[src/rtl/fetch_unit.sv]
// Instruction-byte prefetcher: boots from the reset vector, then keeps a
// small byte queue filled from memory ahead of the control FSM.
// Ports:
//   ph1, reset                        : clock, sync active-high reset
//   mem_addr, mem_rd, mem_rdy, mem_data : single-outstanding memory read port
//   fetch_req, fetch_ack, data_out    : byte delivery to the control FSM
//   pc_load, pc_in, pc                : redirect and address of the head byte
module fetch_unit #(
  parameter int          DEPTH        = 2,
  parameter logic [15:0] RESET_VECTOR = 16'hFFFC
) (
  input  logic        ph1,
  input  logic        reset,
  output logic [15:0] mem_addr,
  output logic        mem_rd,
  input  logic        mem_rdy,
  input  logic [7:0]  mem_data,
  input  logic        fetch_req,
  output logic        fetch_ack,
  output logic [7:0]  data_out,
  input  logic        pc_load,
  input  logic [15:0] pc_in,
  output logic [15:0] pc
);

  localparam int PW = (DEPTH > 2) ? 2 : 1;
  localparam int CW = 3;
  localparam logic [PW-1:0] LAST = PW'(DEPTH - 1);
  localparam logic [CW-1:0] FULL = CW'(DEPTH);
  localparam logic [15:0] VEC_HI_ADDR = RESET_VECTOR + 16'd1;

  typedef enum logic [1:0] {
    VEC_LO,
    VEC_HI,
    RUN
  } state_t;

  state_t        state_q;
  state_t        state_d;
  logic [15:0]   fetch_addr;
  logic [7:0]    vec_lo;
  logic [7:0]    q [DEPTH];
  logic [PW-1:0] head;
  logic [PW-1:0] tail;
  logic [CW-1:0] count;
  logic          push;
  logic          pop;

  // Pointers wrap at DEPTH, which need not be a power of two.
  function automatic logic [PW-1:0] wrap_inc(
    input logic [PW-1:0] p
  );
    return (p == LAST) ? '0 : p + 1'b1;
  endfunction

  always_comb begin
    state_d  = state_q;
    mem_rd   = 1'b0;
    mem_addr = fetch_addr;
    push     = 1'b0;
    pop      = 1'b0;
    unique case (state_q)
      VEC_LO: begin
        mem_rd   = 1'b1;
        mem_addr = RESET_VECTOR;
        if (mem_rdy) state_d = VEC_HI;
      end
      VEC_HI: begin
        mem_rd   = 1'b1;
        mem_addr = VEC_HI_ADDR;
        if (mem_rdy) state_d = RUN;
      end
      RUN: begin
        mem_rd = (count < FULL);
        push   = mem_rd && mem_rdy && !pc_load;
        // Pop looks only at the registered count, so a byte
        // arriving this cycle cannot be delivered until the next.
        pop    = fetch_req && (count != '0) && !pc_load;
      end
      default: state_d = VEC_LO;
    endcase
  end

  assign fetch_ack = pop;
  assign data_out  = q[head];

  always_ff @(posedge ph1) begin
    if (reset) begin
      state_q    <= VEC_LO;
      pc         <= 16'h0000;
      fetch_addr <= 16'h0000;
      count      <= '0;
      head       <= '0;
      tail       <= '0;
      vec_lo     <= 8'h00;
      for (int i = 0; i < DEPTH; i++) q[i] <= 8'h00;
    end else begin
      state_q <= state_d;
      unique case (state_q)
        VEC_LO: begin
          if (mem_rdy) vec_lo <= mem_data;
        end
        VEC_HI: begin
          if (mem_rdy) begin
            pc         <= {mem_data, vec_lo};
            fetch_addr <= {mem_data, vec_lo};
          end
        end
        RUN: begin
          if (pc_load) begin
            // Flush; any byte returned this cycle is dropped.
            pc         <= pc_in;
            fetch_addr <= pc_in;
            count      <= '0;
            head       <= tail;
          end else begin
            if (push) begin
              q[tail]    <= mem_data;
              tail       <= wrap_inc(tail);
              fetch_addr <= fetch_addr + 16'd1;
            end
            if (pop) begin
              head <= wrap_inc(head);
              pc   <= pc + 16'd1;
            end
            unique case ({push, pop})
              2'b10:   count <= count + 1'b1;
              2'b01:   count <= count - 1'b1;
              default: count <= count;
            endcase
          end
        end
        default: ;
      endcase
    end
  end

endmodule

[config.mk]
export PLATFORM = sky130hd
export DESIGN_NAME = fetch_unit
export DESIGN_NICKNAME = d
export VERILOG_FILES = /design/src/rtl/fetch_unit.sv
export SDC_FILE = /design/constraint.sdc
export NUM_CORES = 1
export LEC_CHECK = 0
export ABC_CLOCK_PERIOD_IN_PS = 6150
export CAP_MARGIN = 20
export CORE_AREA = 2 2 71 106
export DETAILED_ROUTE_END_ITERATION = 10
export DIE_AREA = 0 0 73 108
export HOLD_SLACK_MARGIN = 0.06
export PLACE_DENSITY = 0.84
export SYNTH_ARGS = -nofsm -noshare
export SYNTH_HDL_FRONTEND = slang
export SYNTH_SLANG_ARGS = --single-unit
export TNS_END_PERCENT = 1
[constraint.sdc]
create_clock -name ph1 -period 6.15 [get_ports ph1]
set_input_delay 1.23 -clock ph1 [delete_from_list [all_inputs] [get_ports ph1]]
set_output_delay 1.23 -clock ph1 [all_outputs]
set_load 0.1 [all_outputs]
# Word level (Yosys, flattened, before mapping)
# Memory sizes are Yosys's and may differ from the RTL's. A register that Yosys moved wholly into a read port is not among the register bits.
# Cells that the tools add are included.
[totals] latch_bits=0 in_bits=29 ram_bits=16 out_inout_bits=42 rom_bits=0 memories=1 word_cells=76 ff_bits=47
[classes] n_shift=0 magnitude_cmp=1 n_eq_ne=8 multipliers=0 div_mod_pow=0 n_addsub=6 mux=32 bitwise_logic=2 n_reduce_logical=19
[memory_table] memory="q" words=2 word_bits=8 rd=1 rd_clocked_by_memory_dff=1 wr=2 line_no="42" source="logic [7:0] q [DEPTH];"
[ops] cell="case mux 16 bit (2 select lines)" n=3
[ops] cell="2-to-1 mux 16 bit" n=5
[ops] cell="adder 16 x 1 -> 16 bit, second input constant" n=2
[ops] cell="2-to-1 mux 1 bit" n=17
[ops] cell="AND reduction 3 bit" n=4
[ops] cell="2-to-1 mux 8 bit" n=1
[ops] cell="OR reduction 8 bit" n=1
[ops] cell="!= test 3 bit, second input constant" n=2
[ops] cell="case mux 2 bit (3 select lines)" n=1
[ops] cell="case mux 3 bit (2 select lines)" n=1
[ops] cell="AND reduction 2 bit" n=3
[ops] cell="nonzero test 3 bit" n=2
[ops] cell="== test 2 x 1 -> 1 bit, second input constant" n=2
[ops] cell="== test 2 bit, second input constant" n=2
[ops] cell="logical AND 1 bit" n=4
[ops] cell="2-to-1 mux 2 bit" n=2
[ops] cell="!= test 2 bit, second input constant" n=2
[ops] cell="nonzero test 2 bit" n=2
[ops] cell="adder 3 x 1 -> 3 bit, second input constant" n=1
[ops] cell="< comparator 3 x 2 -> 1 bit, second input constant" n=1
[ops] cell="2-to-1 mux 3 bit" n=1
[ops] cell="subtractor 3 x 1 -> 3 bit, second input constant" n=1
[ops] cell="adder 1 bit, second input constant" n=2
[ops] cell="logical NOT 2 bit" n=1
[ops] cell="other kinds (4)" n=5

# Longest topological paths before layout
[logic_depth] depth_word=11 depth_mapped=9 depth_no_buf=6

# Least setup slack after synthesis
# Ideal clock, no wire load.
[synth_path] path_kind="input-to-output" start="input pc_load" end="output fetch_ack" t_arrival_ns=3.200 cell_stages=4 setup_slack_ns=1.720 n_path_buf=2 required_ns=4.920 cell_sequence="or3b_1 > buf_2 > buf_1 > nor2_1"
[synth_via] elab_chain_cells=3
[synth_rtl] item="start: declaration" line_no="21" source="input logic pc_load,"
[synth_rtl] item="logical NOT 1 bit" line_no="78" source="pop = fetch_req && (count != '0) && !pc_load;"
[synth_rtl] item="logical AND 1 bit" line_no="78"
[synth_rtl] item="2-to-1 mux 1 bit" line_no="62" source="unique case (state_q)"
[synth_rtl] item="end: declaration" line_no="19" source="output logic fetch_ack,"
# No other way between the ends.

# Worst setup path in the final report
# Ends and elaborated chain as after synthesis.

==> metrics.txt <==
# TYPE chip_impl_metric gauge
chip_impl_metric{name="power.share.clock",unit=""} 0.334
chip_impl_metric{name="synth.net_count",unit=""} 479
chip_impl_metric{name="synth-async-reset-ratio",unit=""} 0
chip_impl_metric{name="via_per_inst",unit=""} 6.38
chip_impl_metric{name="power.density",unit="mW/mm²"} 254
chip_impl_metric{name="yosysWarnings",unit=""} 0
chip_impl_info{name="worstSetupStartpoint",value="pc_load"} 1
chip_impl_metric{name="pin_count",unit=""} 71
chip_impl_metric{name="vias",unit=""} 3702
chip_impl_metric{name="post_route_cells_drive_above_1_share",unit=""} 0.0896
chip_impl_metric{name="cts.sinks",unit=""} 64
chip_impl_metric{name="internal_power",unit="mW"} 0.771
chip_impl_metric{name="htree_num_levels",unit=""} 3
chip_impl_metric{name="totalWireLength",unit="µm"} 10800
chip_impl_metric{name="rr_worst_depth",unit=""} 6
chip_impl_metric{name="comb_power_share",unit=""} 0.265
chip_impl_metric{name="register_area",unit="mm²"} 0.00144
chip_impl_info{name="layout.cells.most_common_list",value="68 x sky130_fd_sc_hd__clkdlybuf4s50_1, 48 x sky130_fd_sc_hd__dfxtp_1, 39 x sky130_fd_sc_hd__a21oi_1"} 1
chip_impl_metric{name="grt-ovfl-total",unit=""} 0
chip_impl_metric{name="multi_input_comb_area",unit="mm²"} 0.00213
chip_impl_metric{name="layout_setup_ws",unit="ns"} 1.74
chip_impl_metric{name="synthesized_netlist_cell_count",unit=""} 447
chip_impl_metric{name="die_h",unit="µm"} 108
chip_impl_info{name="end_kind",value="output pin"} 1
chip_impl_metric{name="tightestPinTransition",unit="ns"} 1.18
chip_impl_metric{name="post-route-cell-area",unit="mm²"} 0.00470
chip_impl_metric{name="dpl-instance-area",unit="mm²"} 0.00448
chip_impl_metric{name="dpl_worst_slack",unit="ns"} 1.78
chip_impl_metric{name="remaining_drc_errors",unit=""} 0
chip_impl_metric{name="yosys_register_bits",unit=""} 64
chip_impl_metric{name="die-area",unit="mm²"} 0.00788
chip_impl_metric{name="final_period_utilization",unit=""} 0.716
chip_impl_metric{name="floorplan.initialDensity",unit=""} 0.558
chip_impl_metric{name="globalRouteTotalUtil",unit=""} 0.286
chip_impl_metric{name="placeableCoreArea",unit="mm²"} 0.00690
chip_impl_metric{name="fin_crit",unit="ns"} 4.41
chip_impl_info{name="endpoint",value="fetch_ack"} 1
chip_impl_info{name="clockRootBuffer",value="sky130_fd_sc_hd__clkbuf_8"} 1
chip_impl_metric{name="utilization",unit=""} 0.681
chip_impl_metric{name="grt_antenna_before_repair",unit=""} 0
chip_impl_metric{name="critical_path_arrival",unit="ns"} 3.18
chip_impl_metric{name="maxCapViolCount",unit=""} 0
chip_impl_metric{name="timing.critical_path.fanout_max",unit=""} 28
chip_impl_metric{name="yosys.cell_types.count",unit=""} 61
chip_impl_info{name="crit-reg2reg-capture",value="count[2]$_SDFFE_PP0P_"} 1
chip_impl_info{name="cts_tree",value="done"} 1
chip_impl_metric{name="power.switching_fraction",unit=""} 0.353
chip_impl_metric{name="report.final.slew_viol_count",unit=""} 0
chip_impl_metric{name="num-nets-final",unit=""} 529
chip_impl_metric{name="worst-endpoint-required",unit="ns"} 4.92
chip_impl_metric{name="setup_violations",unit=""} 0
chip_impl_metric{name="setup-tns-final",unit="ns"} 0
chip_impl_metric{name="r2r_setup_slack",unit="ns"} 3.37
chip_impl_metric{name="num_rows",unit=""} 37
chip_impl_metric{name="synth.avg_cell_area",unit="µm²"} 8.61
chip_impl_metric{name="grt_pass1_wl",unit="µm"} 17600
chip_impl_metric{name="fmax",unit="MHz"} 227
chip_impl_metric{name="cts_setup_buffers",unit=""} 0
chip_impl_metric{name="post_cts_resize_count",unit=""} 0
chip_impl_metric{name="static-leakage-power",unit="nW"} 1.63
chip_impl_metric{name="inserted_diodes",unit=""} 0
chip_impl_metric{name="hpwl",unit="µm"} 7650
chip_impl_metric{name="first_global_vias",unit=""} 3530
chip_impl_metric{name="gp_congestion",unit=""} 0.914
chip_impl_info{name="hold_path.class",value="reg2reg"} 1
chip_impl_metric{name="cts.path.max_buffers",unit=""} 2
chip_impl_info{name="synth_ff_type",value="sky130_fd_sc_hd__dfxtp_1"} 1
chip_impl_metric{name="syn2layout_area_growth",unit="%"} 22.1
chip_impl_metric{name="cts.hold.buffers_added",unit=""} 0
chip_impl_metric{name="synth_seq_area_share",unit=""} 0.375
chip_impl_metric{name="reported_net_switching_power",unit="mW"} 0.421
chip_impl_metric{name="filler_cell_count",unit=""} 575
chip_impl_metric{name="power.share.sequential",unit=""} 0.401
chip_impl_info{name="min-delay-start",value="vec_lo[7]$_SDFFE_PP0P_"} 1
chip_impl_metric{name="ir_worst_vdd",unit="mV"} 0.184
chip_impl_metric{name="detail-route-antenna-nets",unit=""} 0
chip_impl_info{name="worstReg2RegStart",value="state_q[0]$_SDFFE_PP0P_"} 1
chip_impl_metric{name="port_buffers",unit=""} 70
chip_impl_metric{name="firstDrtPassIters",unit=""} 5
chip_impl_metric{name="finalHoldViolations",unit=""} 0
chip_impl_metric{name="cts_buffers",unit=""} 9
chip_impl_metric{name="worst_skew_pair.late_latency",unit="ns"} 0.35
chip_impl_info{name="setup.worst_path.start_class",value="primary input"} 1
chip_impl_metric{name="largest_net_degree_at_the_start_of_global_routing",unit=""} 51
chip_impl_metric{name="synth_edf_count",unit=""} 16
chip_impl_metric{name="post_synth_instance_area",unit="mm²"} 0.00385
chip_impl_metric{name="final.setup_skew",unit="ns"} 0.00696
chip_impl_metric{name="slew_headroom",unit=""} 0.212
chip_impl_metric{name="dr.first_iter.drc_count",unit=""} 342
chip_impl_metric{name="post_detailed_route_wirelength_per_cell",unit="µm"} 18.5
chip_impl_info{name="result_of_the_run",value="finished clean"} 1
chip_impl_metric{name="clock_transition_at_the_registers_of_the_reported_paths",unit="ns"} 0.07
chip_impl_info{name="rsz0062_at_grt",value="false"} 1
chip_impl_info{name="critical_path_class",value="in2out"} 1
chip_impl_metric{name="chip_width",unit="µm"} 73
chip_impl_info{name="layout_commonest_cell",value="sky130_fd_sc_hd__clkdlybuf4s50_1"} 1
## logic make-up (layout without fill, tap and decap cells)
| logic type | count (synthesis) | count (layout) | share of synthesized area |
|---|---|---|---|
| xor+xnor | 3 | 3 | 0.00683 |
| flops | 64 | 64 | 0.375 |
| simple gates | 180 | 180 | 0.271 |
| compound gates | 119 | 119 | 0.212 |
| fa+ha+maj | 3 | 3 | 0.0117 |
| mux | 19 | 19 | 0.0523 |
| buf+inv | 59 | 114 | 0.0709 |
## worst min path at each step
stage	slack (ns)	cells past startpoint	endpoint
6_report	0.51	2	vec_lo[7]$_SDFFE_PP0P_
5_1_grt	0.56	1	pc[8]$_SDFFE_PP0P_
2_1_floorplan	0.46	2	vec_lo[7]$_SDFFE_PP0P_
3_5_place_dp	0.50	2	vec_lo[7]$_SDFFE_PP0P_
3_3_place_gp	0.47	2	vec_lo[7]$_SDFFE_PP0P_
4_1_cts	0.51	2	vec_lo[7]$_SDFFE_PP0P_
## power by group through the flow
stage / Sequential (mW) / Clock (mW) / Combinational, mW
2_1_floorplan: 0.519 / 0 / 0.198
3_3_place_gp: 0.485 / 0 / 0.309
3_5_place_dp: 0.487 / 0 / 0.312
4_1_cts: 0.477 / 0.397 / 0.313
5_1_grt: 0.481 / 0.418 / 0.332
6_report: 0.478 / 0.398 / 0.315
## worst max-delay path: stages
cell and delay [ns]:
sky130_fd_sc_hd__clkdlybuf4s50_1 0.40, sky130_fd_sc_hd__buf_4 0.21, sky130_fd_sc_hd__or3b_1 0.78, sky130_fd_sc_hd__nor2_1 0.23
sky130_fd_sc_hd__buf_4 0.31
## per-stage QoR
stage | instances | hold WS [ns] | power (mW)
floorplan | 447 | 0.461 | 0.717
global route | 580 | 0.559 | 1.23
global placement | 563 | 0.474 | 0.794
detailed placement | 563 | 0.495 | 0.799
CTS | 579 | 0.511 | 1.19
finish | 580 | 0.511 | 1.19
## Yosys cell counts, types with 3 or more instances
cell | number | area (µm²)
sky130_fd_sc_hd__nor4_1 | 3 | 18.8
sky130_fd_sc_hd__clkbuf_1 | 18 | 67.6
sky130_fd_sc_hd__a31oi_1 | 6 | 37.5
sky130_fd_sc_hd__nor3_1 | 16 | 80.1
sky130_fd_sc_hd__nand2_1 | 26 | 97.6
sky130_fd_sc_hd__a32o_1 | 3 | 30.0
sky130_fd_sc_hd__a211oi_1 | 3 | 22.5
sky130_fd_sc_hd__nand3_1 | 18 | 90.1
sky130_fd_sc_hd__buf_6 | 4 | 45.0
sky130_fd_sc_hd__o21a_1 | 5 | 37.5
sky130_fd_sc_hd__mux2_2 | 9 | 101
sky130_fd_sc_hd__o31ai_1 | 6 | 45.0
sky130_fd_sc_hd__and4_1 | 9 | 78.8
sky130_fd_sc_hd__mux2i_1 | 10 | 100
sky130_fd_sc_hd__nand2b_1 | 7 | 43.8
sky130_fd_sc_hd__and3_1 | 4 | 25.0
sky130_fd_sc_hd__buf_1 | 3 | 11.3
sky130_fd_sc_hd__or3_1 | 3 | 18.8
sky130_fd_sc_hd__edfxtp_1 | 16 | 480
sky130_fd_sc_hd__inv_1 | 23 | 86.3
sky130_fd_sc_hd__a21oi_1 | 39 | 195
sky130_fd_sc_hd__and2_1 | 22 | 138
sky130_fd_sc_hd__buf_4 | 3 | 22.5
sky130_fd_sc_hd__o21ai_0 | 24 | 120
sky130_fd_sc_hd__and4b_1 | 9 | 90.1
sky130_fd_sc_hd__nand4_1 | 14 | 87.6
sky130_fd_sc_hd__dfxtp_1 | 48 | 961
sky130_fd_sc_hd__nor3b_1 | 3 | 22.5
sky130_fd_sc_hd__buf_2 | 8 | 40.0
sky130_fd_sc_hd__o32ai_1 | 8 | 70.1
sky130_fd_sc_hd__nor2_1 | 32 | 120
sky130_fd_sc_hd__o31a_1 | 7 | 61.3
## routing by layer
metal,wire [µm],part of all wire,global-route usage,vias up
li1,-,-,-,1757
met1,4410,0.41,0.368,1744
met2,5270,0.49,0.460,174
met3,768,0.071,0.0550,27
met4,308,0.029,0.130,0
met5,0,0,0,-
## flip-flops by register name, summed over array words and instances (netlist names), named ones only
| name | count |
|---|---|
| tail | 1 |
| state_q | 2 |
| head | 1 |
| q | 16 |
| fetch_addr | 16 |
| count | 3 |
| vec_lo | 8 |
| pc | 16 |
## area by class of cell
class,instances,share of cell area
multi-input combinational,324,0.454
sequential,64,0.307
timing repair buffer,75,0.155
clock buffer,9,0.0264
tap,78,0.0208
clock inverter,7,0.0184
inverter,23,0.0184
(Power assumes the default switching activity.)
